==> src/rtl/mem_port_arbiter.sv <==
// mem_port_arbiter: shares one synchronous memory port between the CPU
// datapath (C) and a debug/DMA loader (D), with starvation and burst control.
module mem_port_arbiter #(
    parameter int AW        = 10,
    parameter int DW        = 32,
    parameter int MAX_WAIT  = 8,
    parameter int MAX_BURST = 4
) (
    input  logic          clk,
    input  logic          rst,
    input  logic          cpu_req,
    input  logic          cpu_we,
    input  logic [AW-1:0] cpu_addr,
    input  logic [DW-1:0] cpu_wdata,
    output logic          cpu_gnt,
    output logic          cpu_stall,
    output logic          cpu_rvalid,
    output logic [DW-1:0] cpu_rdata,
    input  logic          dma_req,
    input  logic          dma_we,
    input  logic          dma_lock,
    input  logic [AW-1:0] dma_addr,
    input  logic [DW-1:0] dma_wdata,
    output logic          dma_gnt,
    output logic          dma_rvalid,
    output logic [DW-1:0] dma_rdata,
    output logic          mem_en,
    output logic          mem_we,
    output logic [AW-1:0] mem_addr,
    output logic [DW-1:0] mem_wdata,
    input  logic [DW-1:0] mem_rdata
);

    localparam int WW = $clog2(MAX_WAIT + 1);
    localparam int BW = $clog2(MAX_BURST + 1);

    typedef enum logic {
        PRI_CPU  = 1'b0,
        LOCKED_D = 1'b1
    } state_t;

    state_t        r_state;
    state_t        w_state_nxt;
    logic [WW-1:0] r_wait_cnt;
    logic [WW-1:0] w_wait_nxt;
    logic [BW-1:0] r_burst_cnt;
    logic [BW-1:0] w_burst_nxt;
    logic          r_cpu_rd;
    logic          r_dma_rd;
    logic          w_starve;
    logic          w_cpu_gnt;
    logic          w_dma_gnt;

    assign w_starve = (r_wait_cnt == WW'(MAX_WAIT));

    // Grant selection; reset holds both grants low.
    always_comb begin
        w_cpu_gnt = 1'b0;
        w_dma_gnt = 1'b0;
        if (!rst) begin
            case (r_state)
                PRI_CPU: begin
                    w_dma_gnt = dma_req & (w_starve | ~cpu_req);
                    w_cpu_gnt = cpu_req & ~w_dma_gnt;
                end
                LOCKED_D: begin
                    w_dma_gnt = dma_req;
                    w_cpu_gnt = cpu_req & ~dma_req;
                end
                default: begin
                    w_cpu_gnt = 1'b0;
                    w_dma_gnt = 1'b0;
                end
            endcase
        end
    end

    // Starvation and burst counters, next values.
    always_comb begin
        w_wait_nxt  = '0;
        w_burst_nxt = '0;
        if (dma_req && !w_dma_gnt) begin
            w_wait_nxt = w_starve ? r_wait_cnt : r_wait_cnt + WW'(1);
        end
        if (w_dma_gnt) begin
            if (r_burst_cnt == BW'(MAX_BURST)) begin
                w_burst_nxt = r_burst_cnt;
            end else begin
                w_burst_nxt = r_burst_cnt + BW'(1);
            end
        end
    end

    // Lock entry/exit; a burst that reaches its limit drops back to CPU priority.
    always_comb begin
        w_state_nxt = r_state;
        case (r_state)
            PRI_CPU: begin
                if (w_dma_gnt && dma_lock &&
                    (r_burst_cnt < BW'(MAX_BURST - 1))) begin
                    w_state_nxt = LOCKED_D;
                end
            end
            LOCKED_D: begin
                if (!dma_lock || !dma_req ||
                    (w_burst_nxt == BW'(MAX_BURST))) begin
                    w_state_nxt = PRI_CPU;
                end
            end
            default: w_state_nxt = PRI_CPU;
        endcase
    end

    // State and counter registers.
    always_ff @(posedge clk) begin
        if (rst) begin
            r_state     <= PRI_CPU;
            r_wait_cnt  <= '0;
            r_burst_cnt <= '0;
        end else begin
            r_state     <= w_state_nxt;
            r_wait_cnt  <= w_wait_nxt;
            r_burst_cnt <= w_burst_nxt;
        end
    end

    // Read owner: remembers which port's read is returning next cycle.
    always_ff @(posedge clk) begin
        if (rst) begin
            r_cpu_rd <= 1'b0;
            r_dma_rd <= 1'b0;
        end else begin
            r_cpu_rd <= w_cpu_gnt & ~cpu_we;
            r_dma_rd <= w_dma_gnt & ~dma_we;
        end
    end

    // Memory port steering; idle port drives zeros.
    always_comb begin
        mem_en    = w_cpu_gnt | w_dma_gnt;
        mem_we    = 1'b0;
        mem_addr  = '0;
        mem_wdata = '0;
        if (w_cpu_gnt) begin
            mem_we    = cpu_we;
            mem_addr  = cpu_addr;
            mem_wdata = cpu_wdata;
        end else if (w_dma_gnt) begin
            mem_we    = dma_we;
            mem_addr  = dma_addr;
            mem_wdata = dma_wdata;
        end
    end

    assign cpu_gnt    = w_cpu_gnt;
    assign dma_gnt    = w_dma_gnt;
    assign cpu_stall  = cpu_req & ~w_cpu_gnt & ~rst;
    assign cpu_rvalid = r_cpu_rd & ~rst;
    assign dma_rvalid = r_dma_rd & ~rst;
    assign cpu_rdata  = rst ? '0 : mem_rdata;
    assign dma_rdata  = rst ? '0 : mem_rdata;

endmodule
==> config.mk <==
export PLATFORM = sky130hd
export DESIGN_NAME = mem_port_arbiter
export DESIGN_NICKNAME = d
export VERILOG_FILES = /design/src/rtl/mem_port_arbiter.sv
export SDC_FILE = /design/constraint.sdc
export NUM_CORES = 1
export LEC_CHECK = 0
export ABC_AREA = 0
export BUFFER_PORTS_ARGS = -buffer_cell sky130_fd_sc_hd__buf_4
export CORE_AREA = 8 8 85 87
export CTS_CLUSTER_DIAMETER = 50
export DETAILED_ROUTE_END_ITERATION = 6
export DIE_AREA = 0 0 93 95
export PLACE_DENSITY = 0.79
export SYNTH_ARGS = -nofsm -noshare
export SYNTH_HDL_FRONTEND = slang
export SYNTH_SLANG_ARGS = --single-unit
==> constraint.sdc <==
create_clock -name clk -period 3.22 [get_ports clk]
set_input_delay 0.161 -clock clk [delete_from_list [all_inputs] [get_ports clk]]
set_output_delay 0.161 -clock clk [all_outputs]
set_load 0.005 [all_outputs]
# After elaboration in Yosys (flattened, before gate mapping)
# Index checks and enable logic that the tools add are counted.
totals:
  reg_bits: 10
  latch_bits: 0
  mem_bits_rw: 0
  mem_bits_ro: 0
  inputBits: 123
  output_inout_bits: 113
  word_cells: 56
  mem_count: 0
classes:
  add_sub_neg: 2
  mul: 0
  div_mod_pow: 0
  n_lt_le_gt_ge: 1
  n_eq_ne: 3
  shift: 0
  muxes: 16
  n_bitwise: 20
  reduce_logical: 9
ops:
  columns: ["cell", "count"]
  rows:
  - ["32-bit 2-to-1 mux", 3]
  - ["10-bit 2-to-1 mux", 2]
  - ["1-bit bitwise AND", 9]
  - ["1-bit NOT", 9]
  - ["3-bit == test, second input constant", 2]
  - ["1-bit 2-to-1 mux", 6]
  - ["3-bit 2-to-1 mux", 2]
  - ["1-bit one-hot mux with 2 select lines", 3]
  - ["4-bit by 1-bit adder with 4-bit output, second input constant", 1]
  - ["4-bit == test, second input constant", 1]
  - ["3-bit by 1-bit adder with 3-bit output, second input constant", 1]
  - ["1-bit logical AND", 3]
  - ["1-bit logical NOT", 3]
  - ["3-bit by 2-bit less-than comparator with 1-bit output, second input constant", 1]
  - ["1-bit logical OR", 2]
  - ["1-bit bitwise OR", 2]
  - ["2-bit OR reduction", 1]

# Logic depth before layout (Yosys ltp)
depth:
  word_depth: 10
  ltp_mapped: 8
  depth_no_buf: 6

# Worst setup path before layout
# No wires, ideal clock.
synth_path:
  kind: "reg2out"
  startpoint: "reg r_wait_cnt[0]"
  endpoint: "out mem_wdata[13]"
  t_arrival_ps: 1453
  required_time_ps: 3059
  setup_slack_ps: 1606
  stages_incl_launch_ff: 9
  path_buffers: 2
  cell_sequence: "dfxtp_1 inv_1 ha_1 and3b_4 o21ai_2 buf_6 buf_8 nand3_2 a21oi_2"
synth_via:
  elab_chain_len: 8
  word_cells_on_any_way: 11
  classes_between: "1 x eq/ne; 6 x mux; 4 x bitwise"
synth_rtl:
  columns: ["element", "line", "rtl"]
  rows:
  - ["start: declaration", "44", "logic [WW-1:0] r_wait_cnt;"]
  - ["start signal: assignment", "122", "r_wait_cnt <= w_wait_nxt;"]
  - ["4-bit == test *", "54", "assign w_starve = (r_wait_cnt == WW'(MAX_WAIT));"]
  - ["1-bit bitwise OR *", "63", "w_dma_gnt = dma_req & (w_starve | ~cpu_req);"]
  - ["1-bit bitwise AND *", "63", null]
  - ["1-bit NOT", "64", "w_cpu_gnt = cpu_req & ~w_dma_gnt;"]
  - ["1-bit bitwise AND", "64", null]
  - ["1-bit one-hot mux with 2 select lines", "61", "case (r_state)"]
  - ["1-bit 2-to-1 mux", "60", "if (!rst) begin"]
  - ["32-bit 2-to-1 mux *", "144", "if (w_cpu_gnt) begin"]
  - ["end: declaration", "30", "output logic [DW-1:0] mem_wdata,"]
# Every way passes the cells marked *; elsewhere a longest branch is shown, timed or not.

# Worst setup path after layout
layout_path:
  startpoint: "reg r_wait_cnt[0]"
  endpoint: "out mem_wdata[11]"
# The elaborated chain is that of the path after synthesis.

==> metrics.txt <==
outcome=finished, final reports clean; Post-CTS Setup Inserts=0; Max Freq=0.418 GHz; maximum VDD drop=0.157 mV; Crit. End Element=primary output; GPL Wtd Cong=0.893; Reg-to-Reg End=r_burst_cnt[0]; setup slack, reg-to-reg=about 1.4 ns; post-cts sizing count=0; global route overflow=0; final setup fails=0; H-tree lvl count=1; layout net count=about 590; Leak=0.00167 uW; Post-synth top flop=dfxtp_1; die height=~95 um; Critical Path AT=roughly 2.2 ns; Port Buffers=~240; synth unique cells=33; power after layout=673 uW; CTS buffer count=3; share of cells above drive strength 1=between 50% and 60%; diode count=0; GRT Total Usage=around 18%; initial DRC count=110; vias in the first global route=between 2,000 and 3,000; Worst Reg-to-Reg Cells=6; worst r2r src=r_wait_cnt[0]; die area=roughly 9000 um^2; Required @ worst endpoint=3.06 ns; Worst Setup Start Kind=flop; hold path depth=2; Worst-Margin Slew=0.904 ns; HPWL after detailed placement=around 7.2 mm; Die X=93 um; Tmin final=roughly 2.4 ns; drc violations=0; antenna-violating nets left=0; first-pass GRT wire length=between 10 and 15 mm; Yosys reg bits=10; final worst path period share=74.2%; fill count=550; Setup TNS Final=0 ns; Yosys Warn Count=0; main combinational cell family by area after synthesis=simple AND/OR/NAND/NOR gates; post-cts hold buffer count=0; Adder-Cell Fraction of Synth Area=2.79%; Synth Area in Simple Gates=between 40% and 50%; CTS Root Buffer Type=clkbuf_8; CTS Buffer Depth=2; mapped cell area=1790 um^2; skew final=roughly 0.0016 ns; largest net degree at the start of global routing=slightly below 90; syn_area_per_cell=~6.5 um^2; post-synthesis xor/xnor area fraction=less than 1%; row cnt=28; Crit Path Category=reg -> out; core area=between 5000 and 6000 um^2; Initial Util=between 30% and 40%; Layout Area Growth over Synthesis=86.8%; post-synthesis sequential area ratio=between 10 and 15%; Gate Count Post-Synth=around 280; number of synthesized flops with an enable pin=0; CTS tree=yes; Slew headroom=~40%; Crit Path Max Fanout=32; Final Hold Vio Count=0; Total Wirelength=just under 9 mm; Clock Sinks=10; Min-Delay Endpoint=r_dma_rd; maxcap violations=0; Pre-antenna DRT Iters=4; Hold WC Path Type=in -> reg; Reg area=200 um^2; multi-input logic area=around 1200 um^2; RSZ-0062 raised after global routing=no; Clock Latency Late Sink=approximately 0.24 ns; max-slew violation count=0; asr flop ratio synth=0%; # IOs=between 200 and 250; Clock Pin Slew Worst Setup and Hold Paths=~0.050 ns; Power Density=~200 nW/um^2; Mapped Nets=402; routed via count=roughly 2,500; multiplexer share of the synthesized area=0%; drt wl/cell=roughly 16 um; initial antenna violation count=0; min-delay src=dma_we; mean number of vias per cell=about 4.7; fraction of the mapped netlist area in compound gates=17.7%
[power by group]
group	switching (uW)	internal [uW]
logic	158	226
clock network	51.5	108
registers	2.11	127
total	212	461
[logic make-up (layout without fill, tap and decap cells)]
family	count (synthesis)	in the layout
simple gates	146	146
xor+xnor	1	1
fa+ha+maj	4	4
buf+inv	62	247
flops	10	10
compound gates	52	52
[how the worst max path moves through the flow]
stage                        startpoint            end  slack, ns  cells after the start
after detailed placement        cpu_req  mem_wdata[31]       1.09                      7
after global routing      r_wait_cnt[0]  mem_wdata[28]       0.65                      8
after global placement          cpu_req  mem_wdata[11]       1.15                      7
final                     r_wait_cnt[0]  mem_wdata[11]       0.83                      8
after CTS                 r_wait_cnt[0]  mem_wdata[31]       0.83                      8
after floorplan           r_wait_cnt[0]  mem_wdata[13]       1.61                      8
[placed cells by master, fill, tap and decap left out]
master	n
a21oi_1	34
ha_1	4
nor3_1	4
nor3_2	1
nand2b_1	3
buf_12	1
o21ai_4	1
o21ai_0	1
nor4b_2	1
nor2b_1	34
buf_4	236
nand3_2	10
dfxtp_1	10
nand4b_1	1
nand2_1	44
nand3_1	35
a21oi_2	10
nor2_1	8
xnor2_1	1
a211oi_1	1
clkbuf_8	4
a21o_1	1
or3b_1	1
nor4b_1	1
and3b_4	1
o211ai_1	2
nor3b_1	1
inv_1	6
nand3b_1	1
o21a_1	2
[sequential cells by signal, indices dropped and copies added (netlist names)]
| signal | cells |
|---|---|
| r_burst_cnt | 3 |
| r_cpu_rd | 1 |
| r_dma_rd | 1 |
| r_state | 1 |
| r_wait_cnt | 4 |
[critical path, stage by stage (launching register included)]
cell,delay [ns]
dfxtp_1,0.38
inv_1,0.06
ha_1,0.23
and3b_4,0.21
o21ai_4,0.40
buf_12,0.27
nand3_1,0.10
a21oi_1,0.19
buf_4,0.14
[per-layer routing]
| metal | vias up | wire [um] | track usage [%] |
|---|---|---|---|
| met5 | - | 0 | 0 |
| li1 | 1259 | - | - |
| met3 | 6 | 585 | 4.29 |
| met4 | 0 | 74 | 4.03 |
| met1 | 1143 | 3290 | 19.2 |
| met2 | 102 | 4870 | 34.1 |
[through the flow]
| step | setup slack, ns | util [%] | hold WS [ns] | instances | cell area, um^2 |
|---|---|---|---|---|---|
| finish | 0.830 | 57.6 | 0.0889 | 535 | 3350 |
| global route | 0.649 | 57.6 | 0.0885 | 535 | 3350 |
| CTS | 0.830 | 57.6 | 0.0891 | 535 | 3350 |
| detailed placement | 1.09 | 56.6 | 0.340 | 531 | 3290 |
| global placement | 1.15 | 56.6 | 0.338 | 531 | 3290 |
| floorplan | 1.61 | - | 0.231 | 275 | 1790 |
[synthesized netlist by cell type, types with 2 or more instances]
master / n / share of area [%]
a21oi_1: 34 / 9.5
buf_2: 5 / 1.4
nand3_2: 10 / 5.6
nor2_1: 8 / 1.7
nand2_1: 44 / 9.2
buf_6: 5 / 3.1
clkbuf_1: 9 / 1.9
nor2b_1: 34 / 12
nand2b_1: 3 / 1.0
inv_1: 6 / 1.3
dfxtp_1: 10 / 11
buf_4: 34 / 14
nand3_1: 35 / 9.8
buf_1: 2 / 0.42
nor3_1: 4 / 1.1
a21oi_2: 10 / 4.9
o211ai_1: 2 / 0.84
o21a_1: 2 / 0.84
ha_1: 4 / 2.8
[layout make-up]
cell class                 count  area share, %
sequential                    10           5.98
multi-input combinational    203           35.4
inverter                       6          0.673
clock buffer                   4           1.64
tap                           75           2.80
timing repair buffer         237           53.5
(Power assumes the default switching activity.)
